<file path="config.mk">
export PLATFORM = sky130hd
export DESIGN_NAME = riscv_instr_enc_flat
export DESIGN_NICKNAME = d
export VERILOG_FILES = /design/src/rtl/riscv_instr_enc_if.sv /design/src/rtl/riscv_instr_enc.sv /design/src/flat_wrapper.sv
export SDC_FILE = /design/constraint.sdc
export NUM_CORES = 1
export LEC_CHECK = 0
export BUFFER_PORTS_ARGS = -buffer_cell sky130_fd_sc_hd__buf_2
export CELL_PAD_IN_SITES_DETAIL_PLACEMENT = 1
export CELL_PAD_IN_SITES_GLOBAL_PLACEMENT = 1
export CORE_ASPECT_RATIO = 0.6
export CORE_MARGIN = 3
export CORE_UTILIZATION = 41
export DETAILED_ROUTE_END_ITERATION = 8
export HOLD_SLACK_MARGIN = 0.06
export MAX_ROUTING_LAYER = met4
export PLACE_DENSITY_LB_ADDON = 0.1
export SETUP_SLACK_MARGIN = 0.05
export SLEW_MARGIN = 20
export SYNTH_ARGS = -nofsm -noshare
export SYNTH_HDL_FRONTEND = slang
export SYNTH_SLANG_ARGS = --single-unit
</file>
<file path="constraint.sdc">
create_clock -name i_clk -period 4.75 [get_ports i_clk]
set_clock_uncertainty 0.05 [all_clocks]
set_input_delay 0.95 -clock i_clk [delete_from_list [all_inputs] [get_ports i_clk]]
set_output_delay 0.95 -clock i_clk [all_outputs]
set_load 0.03 [all_outputs]
</file>
<file path="src/rtl/riscv_instr_enc_if.sv">
// Field-bundle input handshake and instruction-memory write bus for riscv_instr_enc.
// The encoder uses the slave modport; a producer/memory model uses master.
interface riscv_instr_enc_if #(
  parameter int ADDR_W = 32
);
  logic              in_valid;
  logic              in_ready;
  logic [6:0]        opcode;
  logic [2:0]        funct3;
  logic              funct7_5b;
  logic [4:0]        rd;
  logic [4:0]        rs1;
  logic [4:0]        rs2;
  logic [31:0]       imm;
  logic              imem_wr_en;
  logic [ADDR_W-1:0] imem_addr;
  logic [31:0]       imem_wr_data;
  logic              imem_ack;

  modport slave (
    input  in_valid, opcode, funct3, funct7_5b, rd, rs1, rs2, imm, imem_ack,
    output in_ready, imem_wr_en, imem_addr, imem_wr_data
  );

  modport master (
    output in_valid, opcode, funct3, funct7_5b, rd, rs1, rs2, imm, imem_ack,
    input  in_ready, imem_wr_en, imem_addr, imem_wr_data
  );
endinterface

</file>
<file path="src/rtl/riscv_instr_enc.sv">
// RV32I instruction encoder: packs decoded fields into words, buffers them and writes them
// to instruction memory at incrementing addresses. Optional macro: RISCV_ENC_ILLEGAL_CHK_EN.
module riscv_instr_enc #(
  parameter int FIFO_DEPTH = 4,
  parameter int ADDR_W     = 32
) (
  input  logic              i_clk,
  input  logic              i_rstn,
  input  logic              i_start,
  input  logic              i_stop,
  input  logic [ADDR_W-1:0] i_base_addr,
  riscv_instr_enc_if.slave  bus,
  output logic              o_busy,
  output logic              o_err_illegal,
  output logic [15:0]       o_count
);
  localparam int PTR_W = (FIFO_DEPTH > 1) ? $clog2(FIFO_DEPTH) : 1;
  localparam logic [PTR_W:0] DEPTH_C = (PTR_W+1)'(FIFO_DEPTH);

  localparam logic [6:0] OP_R      = 7'b0110011;
  localparam logic [6:0] OP_IMM    = 7'b0010011;
  localparam logic [6:0] OP_LOAD   = 7'b0000011;
  localparam logic [6:0] OP_JALR   = 7'b1100111;
  localparam logic [6:0] OP_STORE  = 7'b0100011;
  localparam logic [6:0] OP_BRANCH = 7'b1100011;
  localparam logic [6:0] OP_LUI    = 7'b0110111;
  localparam logic [6:0] OP_AUIPC  = 7'b0010111;
  localparam logic [6:0] OP_JAL    = 7'b1101111;

  typedef enum logic [1:0] {S_IDLE, S_RUN, S_DRAIN} state_t;

  function automatic logic known_op(input logic [6:0] op);
    logic ok;
    case (op)
      OP_R, OP_IMM, OP_LOAD, OP_JALR, OP_STORE,
      OP_BRANCH, OP_LUI, OP_AUIPC, OP_JAL: ok = 1'b1;
      default:                             ok = 1'b0;
    endcase
    return ok;
  endfunction

`ifdef RISCV_ENC_ILLEGAL_CHK_EN
  // Reject funct3/funct7 combinations that have no RV32I meaning.
  function automatic logic fields_ok(input logic [6:0] op, input logic [2:0] f3,
                                     input logic f7b);
    logic ok;
    ok = 1'b1;
    case (op)
      OP_BRANCH: if (f3 == 3'b010 || f3 == 3'b011) ok = 1'b0;
      OP_LOAD:   if (f3 == 3'b011 || f3 == 3'b110 || f3 == 3'b111) ok = 1'b0;
      OP_STORE:  if (f3 >= 3'b011) ok = 1'b0;
      OP_JALR:   if (f3 != 3'b000) ok = 1'b0;
      OP_R:      if (f7b && f3 != 3'b000 && f3 != 3'b101) ok = 1'b0;
      default:   ok = 1'b1;
    endcase
    return ok;
  endfunction
`endif

  function automatic logic [31:0] enc_word(input logic [6:0] op, input logic [2:0] f3,
                                           input logic f7b, input logic [4:0] rd,
                                           input logic [4:0] rs1, input logic [4:0] rs2,
                                           input logic [31:0] imm);
    logic [31:0] w;
    case (op)
      OP_R:      w = {1'b0, f7b, 5'b0, rs2, rs1, f3, rd, op};
      OP_IMM: begin
        // Shift-immediate forms carry funct7 in the upper immediate bits.
        if (f3 == 3'b001)      w = {7'b0, imm[4:0], rs1, f3, rd, op};
        else if (f3 == 3'b101) w = {1'b0, f7b, 5'b0, imm[4:0], rs1, f3, rd, op};
        else                   w = {imm[11:0], rs1, f3, rd, op};
      end
      OP_LOAD, OP_JALR: w = {imm[11:0], rs1, f3, rd, op};
      OP_STORE:  w = {imm[11:5], rs2, rs1, f3, imm[4:0], op};
      OP_BRANCH: w = {imm[12], imm[10:5], rs2, rs1, f3, imm[4:1], imm[11], op};
      OP_LUI, OP_AUIPC: w = {imm[31:12], rd, op};
      OP_JAL:    w = {imm[20], imm[10:1], imm[11], imm[19:12], rd, op};
      default:   w = 32'h0;
    endcase
    return w;
  endfunction

  function automatic logic [15:0] sat_inc16(input logic [15:0] v);
    return (v == 16'hFFFF) ? v : v + 16'd1;
  endfunction

  state_t            state_q, state_d;
  logic [ADDR_W-1:0] addr_q, addr_d;
  logic [15:0]       count_q, count_d;
  logic              err_q, err_d;
  logic [PTR_W-1:0]  wr_ptr_q, wr_ptr_d, rd_ptr_q, rd_ptr_d;
  logic [PTR_W:0]    cnt_q, cnt_d;
  logic [31:0]       mem_q [FIFO_DEPTH];
  logic [31:0]       word_d;

  logic fifo_empty, fifo_full, in_ready, wr_en, accept, legal, push, pop;

  assign fifo_empty = (cnt_q == '0);
  assign fifo_full  = (cnt_q == DEPTH_C);
  assign word_d     = enc_word(bus.opcode, bus.funct3, bus.funct7_5b, bus.rd, bus.rs1,
                               bus.rs2, bus.imm);
`ifdef RISCV_ENC_ILLEGAL_CHK_EN
  assign legal = known_op(bus.opcode) && fields_ok(bus.opcode, bus.funct3, bus.funct7_5b);
`else
  assign legal = known_op(bus.opcode);
`endif
  assign accept = bus.in_valid && in_ready;
  assign push   = accept && legal;
  assign pop    = wr_en && bus.imem_ack;

  // ---- state register ----
  always_ff @(posedge i_clk) begin
    if (!i_rstn) state_q <= S_IDLE;
    else         state_q <= state_d;
  end

  // ---- next-state logic ----
  always_comb begin
    state_d = state_q;
    case (state_q)
      S_IDLE:  if (i_start)    state_d = S_RUN;
      S_RUN:   if (i_stop)     state_d = S_DRAIN;
      S_DRAIN: if (fifo_empty) state_d = S_IDLE;
      default:                 state_d = S_IDLE;
    endcase
  end

  // ---- output logic ----
  always_comb begin
    in_ready          = (state_q == S_RUN) && !fifo_full;
    wr_en             = !fifo_empty;
    o_busy            = (state_q != S_IDLE);
    bus.imem_wr_data  = fifo_empty ? 32'h0 : mem_q[rd_ptr_q];
  end

  assign bus.in_ready   = in_ready;
  assign bus.imem_wr_en = wr_en;
  assign bus.imem_addr  = addr_q;
  assign o_err_illegal  = err_q;
  assign o_count        = count_q;

  // ---- address, counters and FIFO pointers ----
  always_comb begin
    addr_d   = addr_q;
    count_d  = count_q;
    err_d    = err_q;
    wr_ptr_d = wr_ptr_q;
    rd_ptr_d = rd_ptr_q;
    cnt_d    = cnt_q;
    if (state_q == S_IDLE && i_start) begin
      addr_d  = i_base_addr & ~ADDR_W'(3);
      count_d = 16'h0;
      err_d   = 1'b0;
    end
    if (accept && !legal) err_d = 1'b1;
    if (pop) begin
      addr_d   = addr_q + ADDR_W'(4);
      count_d  = sat_inc16(count_q);
      rd_ptr_d = rd_ptr_q + PTR_W'(1);
    end
    if (push) wr_ptr_d = wr_ptr_q + PTR_W'(1);
    case ({push, pop})
      2'b10:   cnt_d = cnt_q + (PTR_W+1)'(1);
      2'b01:   cnt_d = cnt_q - (PTR_W+1)'(1);
      default: cnt_d = cnt_q;
    endcase
  end

  always_ff @(posedge i_clk) begin
    if (!i_rstn) begin
      addr_q   <= '0;
      count_q  <= '0;
      err_q    <= 1'b0;
      wr_ptr_q <= '0;
      rd_ptr_q <= '0;
      cnt_q    <= '0;
    end else begin
      addr_q   <= addr_d;
      count_q  <= count_d;
      err_q    <= err_d;
      wr_ptr_q <= wr_ptr_d;
      rd_ptr_q <= rd_ptr_d;
      cnt_q    <= cnt_d;
    end
  end

  // Buffer storage carries data only; validity lives in the pointers and occupancy.
  always_ff @(posedge i_clk) begin
    if (push) mem_q[wr_ptr_q] <= word_d;
  end
endmodule

</file>
<file path="src/flat_wrapper.sv">
// flat-port wrapper written by rule: the top's interface ports become plain ports
module riscv_instr_enc_flat 
#(
  parameter int FIFO_DEPTH = 4,
  parameter int ADDR_W     = 32
)
  (i_clk, i_rstn, i_start, i_stop, i_base_addr, o_busy, o_err_illegal, o_count, bus_in_valid, bus_opcode, bus_funct3, bus_funct7_5b, bus_rd, bus_rs1, bus_rs2, bus_imm, bus_imem_ack, bus_in_ready, bus_imem_wr_en, bus_imem_addr, bus_imem_wr_data);
  riscv_instr_enc_if #(.ADDR_W(ADDR_W)) bus_i ();
  input  logic i_clk;
  input  logic i_rstn;
  input  logic i_start;
  input  logic i_stop;
  input  logic [ADDR_W-1:0] i_base_addr;
  output logic o_busy;
  output logic o_err_illegal;
  output logic [15:0] o_count;
  input wire logic [$bits(bus_i.in_valid)-1:0] bus_in_valid;
  input wire logic [$bits(bus_i.opcode)-1:0] bus_opcode;
  input wire logic [$bits(bus_i.funct3)-1:0] bus_funct3;
  input wire logic [$bits(bus_i.funct7_5b)-1:0] bus_funct7_5b;
  input wire logic [$bits(bus_i.rd)-1:0] bus_rd;
  input wire logic [$bits(bus_i.rs1)-1:0] bus_rs1;
  input wire logic [$bits(bus_i.rs2)-1:0] bus_rs2;
  input wire logic [$bits(bus_i.imm)-1:0] bus_imm;
  input wire logic [$bits(bus_i.imem_ack)-1:0] bus_imem_ack;
  output wire logic [$bits(bus_i.in_ready)-1:0] bus_in_ready;
  output wire logic [$bits(bus_i.imem_wr_en)-1:0] bus_imem_wr_en;
  output wire logic [$bits(bus_i.imem_addr)-1:0] bus_imem_addr;
  output wire logic [$bits(bus_i.imem_wr_data)-1:0] bus_imem_wr_data;
  assign bus_i.in_valid = bus_in_valid;
  assign bus_i.opcode = bus_opcode;
  assign bus_i.funct3 = bus_funct3;
  assign bus_i.funct7_5b = bus_funct7_5b;
  assign bus_i.rd = bus_rd;
  assign bus_i.rs1 = bus_rs1;
  assign bus_i.rs2 = bus_rs2;
  assign bus_i.imm = bus_imm;
  assign bus_i.imem_ack = bus_imem_ack;
  assign bus_in_ready = bus_i.in_ready;
  assign bus_imem_wr_en = bus_i.imem_wr_en;
  assign bus_imem_addr = bus_i.imem_addr;
  assign bus_imem_wr_data = bus_i.imem_wr_data;
  riscv_instr_enc #(.FIFO_DEPTH(FIFO_DEPTH), .ADDR_W(ADDR_W)) u_core (.i_clk(i_clk), .i_rstn(i_rstn), .i_start(i_start), .i_stop(i_stop), .i_base_addr(i_base_addr), .bus(bus_i), .o_busy(o_busy), .o_err_illegal(o_err_illegal), .o_count(o_count));
endmodule
</file>
Yosys cells after proc, flatten, opt, wreduce, memory -nomap -nowiden. Memory sizes are Yosys's and may differ from the RTL's. A register that Yosys moved wholly into a read port is not among the register bits. Index checks and enable logic that the tools add are counted.

Register bits: 58. RAM bits: 128. Input bits: 96. Memories: 1.

$add $sub $neg: 6. Equal/unequal tests: 21. Multiplexer cells: 21. Reductions and logical operators: 20.

Memories: u_core.mem_q (words 4, width 32, rd ports 1, clocked after Yosys merged registers in 1, wr ports 1, line riscv_instr_enc.sv:93) `logic [31:0] mem_q [FIFO_DEPTH];`.

Operators with widths (count): 32-bit case mux with 7 select lines (1); 32-bit two-way mux (5); 16-bit two-way mux (3); 32-bit by 3-bit adder with 32-bit output (second input constant) (1); 7-bit by 6-bit equality test with 1-bit output (second input constant) (3); 7-bit equality test (second input constant) (3); 16-bit by 1-bit adder with 16-bit output (second input constant) (1); 16-bit equality test (second input constant) (1); 7-bit by 5-bit equality test with 1-bit output (second input constant) (2); 2-bit two-way mux (5); 9-bit OR reduction (1); 2-bit nonzero test (4); 7-bit by 2-bit equality test with 1-bit output (second input constant) (1); 3-bit equality test (second input constant) (2); 1-bit logical AND (6); 2-bit != test (second input constant) (3); 2-bit case mux with 3 select lines (1); 3-bit case mux with 2 select lines (1); 1-bit two-way mux (5); 2-bit by 1-bit adder with 2-bit output (second input constant) (2); 2-bit by 1-bit equality test with 1-bit output (second input constant) (2); 2-bit equality test (second input constant) (2); 2-bit OR reduction (2); 3-bit by 1-bit adder with 3-bit output (second input constant) (1); other kinds (8) (10).

Longest topological paths before layout.
Depth in word-level cells: 7. Gate-level depth with buffers: 11. Mapped depth without buffers: 10.

Worst setup path after synthesis. No wires, ideal clock.

Path kind: input port to flip-flop. Start point: in bus_opcode[4]. End point: reg u_core.cnt_q[2]. Data arrival time: 3.056 ns. Data required time: 4.630 ns. Setup slack: 1.574 ns. Cell stages on the path: 11. Path buffers: 2. Cells stage by stage: clkbuf_1 and3b_1 clkbuf_1 o2111a_1 inv_1 ha_1 inv_1 fa_1 xor2_1 or3_1 a21oi_1.

Longest elaborated chain between the ends: 6. Elaborated cells on any way between the ends: 16.

RTL lines: start: declaration (line flat_wrapper.sv:18) `input wire logic [$bits(bus_i.opcode)-1:0] bus_opcode;`; 7-bit by 6-bit equality test with 1-bit output, or another cell as far along (line riscv_instr_enc.sv:34) `case (op)`; 9-bit OR reduction (*) (line riscv_instr_enc.sv:34); 1-bit two-way mux (*) (line riscv_instr_enc.sv:34); 1-bit logical AND (*) (line riscv_instr_enc.sv:108) `assign push = accept && legal;`; 2-bit by 1-bit equality test with 1-bit output or 2-bit equality test (tied branches) (line riscv_instr_enc.sv:162) `case ({push, pop})`; 3-bit case mux with 2 select lines or 2-bit nonzero test (tied branches); end signal: assignment (line riscv_instr_enc.sv:183) `cnt_q <= cnt_d;`; end: declaration (line riscv_instr_enc.sv:92) `logic [PTR_W:0] cnt_q, cnt_d;`.

Mark *: on every way between the ends. The rest lies on a longest branch, timed or not. A chain may end at the register's enable or synchronous reset.

==> impl_metrics.json <==
{
  "clockBufferDepth": 2,
  "period_share_pct": 69.62,
  "dieWidth_um": 193.3,
  "required_ps": 3750,
  "wl_per_cell_um": 21.72,
  "grt_setup_unrepaired": "false",
  "max_cap_violations": 0,
  "cts_tree": "yes",
  "r2r-start": "u_core.cnt_q[0]",
  "dp_hpwl_um": 17430,
  "synth_area_leaders": "edfxtp_1 (45%), dfxtp_1 (13%), mux4_2 (8.4%)",
  "synthCells": 718,
  "power_mw": 3.509,
  "max-vdd-ir-drop_uv": 244.6,
  "cp.arrival_ps": 2310,
  "tightestPinTransition_ps": 1027,
  "ys_seq_elements": 186,
  "final_cell_mix": "buf_2 (175), edfxtp_1 (128), nand2_1 (56), dfxtp_1 (56), nor2_1 (52)",
  "start_kind": "register",
  "hold-path-cell-count": 2,
  "via_count": 6706,
  "viasPerCell": 5.751,
  "hold_end": "u_core.o_count[14]",
  "power.density_nw_per_um2": 338.5,
  "routabilityCongestion": 0.8980,
  "globalRouteOverflowTotal": 0,
  "synth_top_area_share_pct": 44.55,
  "ctsHtreeMaxLevel": 4,
  "row_count": 40,
  "ant_nets": 0,
  "start_util_pct": 42.46,
  "final_common_cell": "buf_2",
  "drt-initial-drc-count": 381,
  "cts_setup_buffers": 0,
  "maxSlewViolCount": 0,
  "antenna_found_initial": 1,
  "final_nets": 983,
  "syn-cell-area_sq_um": 8628,
  "crit_type": "register to output pin",
  "dp.cells": 1133,
  "regToRegSetupSlack_ps": 1970,
  "first_pass_iters": 5,
  "setup_violations": 0,
  "dominantRegCellSynth": "edfxtp_1",
  "dieArea_sq_um": 22880,
  "synthArstFlopShare_pct": 0,
  "finalSetupTns_ps": 0,
  "grt_max_degree": 49,
  "crit_path_max_fanout": 32,
  "drcViolationCount": 0,
  "io_pins": 180,
  "power.leakage_nw": 3.921,
  "r2r_end": "u_core.mem_q[2][10]",
  "relSlewSlack_pct": 31.43,
  "fin_util_pct": 51.01,
  "fmax_mhz": 302.4,
  "yosys_warnings": 0,
  "numCtsBuffers": 17,
  "die_h_um": 118.4,
  "clock-sinks": 186,
  "io_buffers": 175,
  "grt_pass1_wl_um": 39900,
  "ctsHoldBuffers": 0,
  "layout-drive-gt1-share_pct": 29.26,
  "coreArea_sq_um": 20320,
  "hp-start": "u_core.o_count[14]",
  "outcome": "completed",
  "yosysSeqAreaShare_pct": 58.00,
  "root_buffer": "clkbuf_16",
  "clkTransAtPathRegs_ps": 70,
  "wirelength_um": 25330,
  "synth_top_cell_by_area": "edfxtp_1",
  "yosysUniqueCellTypes": 65,
  "instances_no_fill": 1166,
  "critPathCaptureType": "output pin",
  "grt_use_total_pct": 22.85,
  "syn_area_per_cell_sq_um": 12.02,
  "synth_edf_count": 128,
  "hold_viol_final": 0,
  "hold_class": "register to register",
  "rr_worst_depth": 4,
  "ctsResizeCount": 0,
  "grt_pass1_vias": 7030,
  "area_growth_pct": 20.13,
  "clock_latency_ps": 430,
  "period_minus_slack_ps": 3307
}
[logic make-up (layout without fill, tap and decap cells)]
kind of cell	Yosys count	count (layout)	synth area share, %
AND/OR/NAND/NOR	255	255	15.31
adder cells (fa/ha/maj)	8	8	1.247
AO/OA/AOI/OAI	148	148	11.38
flip-flops	186	186	58.00
other	1	3	0.04346
multiplexers	40	40	9.310
XOR/XNOR	18	18	1.827
buffers and inverters	62	235	2.871
[Yosys cell counts, types with 3 or more instances]
cell type	count
edfxtp_1	128
dfxtp_1	58
nand2_1	56
nor2_1	52
a21oi_1	47
and2_1	40
mux4_2	32
clkbuf_1	31
o21ai_0	26
nand3_1	22
a22o_1	19
inv_1	19
nor3_1	16
nand4_1	15
and3_1	12
nor4_1	11
o211ai_1	10
xor2_1	10
a31oi_1	9
xnor2_1	8
buf_1	7
ha_1	7
mux2i_1	6
a222oi_1	5
o21a_1	5
a311oi_1	4
nor3b_1	4
or3_1	4
or4_1	4
a22oi_1	3
o22ai_1	3
o31ai_1	3
or2_2	3
[area by class of cell]
type | count | area [sq um]
fillers | 2184 | 9955
repair buffers | 182 | 928.4
clock inverters | 14 | 178.9
flip-flops and latches | 186 | 5007
diodes | 1 | 2.502
multi-input cells | 471 | 3398
well taps | 273 | 341.6
inverters | 21 | 78.83
clock buffers | 18 | 429.2
[per-stage QoR]
step / worst slack, ps / cell area, sq um / hold WS [ps]
detailed placement: 1289 / 9754 / 469.7
finish: 1443 / 10360 / 479.4
global placement: 1438 / 9754 / 441.7
global route: 1294 / 10360 / 522.0
floorplan: 1574 / 8632 / 430.0
CTS: 1376 / 10360 / 481.5
[critical path, cell delays in order, from the launching register on]
cell,delay (ps)
dfxtp_2,310
buf_4,540
mux4_2,570
and2_1,240
buf_2,210
[worst max path at each step]
stage	from	to	depth (start not counted)	slack, ps
after floorplan	bus_opcode[4]	u_core.cnt_q[2]	11	1570
after global placement	bus_opcode[1]	u_core.mem_q[2][19]	6	1440
after detailed placement	bus_opcode[1]	u_core.mem_q[1][19]	6	1290
after CTS	register	bus_imem_wr_data[21]	4	1380
after global routing	register	bus_imem_wr_data[21]	4	1290
final	register	bus_imem_wr_data[21]	4	1440
[metal layers]
metal  track usage, %  routed length, um
met3            4.758               1356
met2            34.72              11630
met1            32.02              12050
met5                -                  0
met4            4.876                295
[state kept, by name, indices dropped and copies added (netlist names), named ones only]
| name | count |
|---|---|
| u_core.o_err_illegal | 1 |
| u_core.bus.imem_addr | 30 |
| u_core.mem_q | 128 |
| u_core.wr_ptr_q | 2 |
| u_core.cnt_q | 3 |
| u_core.o_count | 16 |
| u_core.rd_ptr_q | 2 |
| u_core.state_q | 2 |
[where the power goes]
part           internal [mW]  total (mW)  leakage (nW)  switching [mW]
registers               1.74        1.77          1.67          0.0308
clock network          0.873        1.49         0.280           0.613
logic                 0.0884       0.254          1.97           0.166
Power figures use the tool's default switching activity.
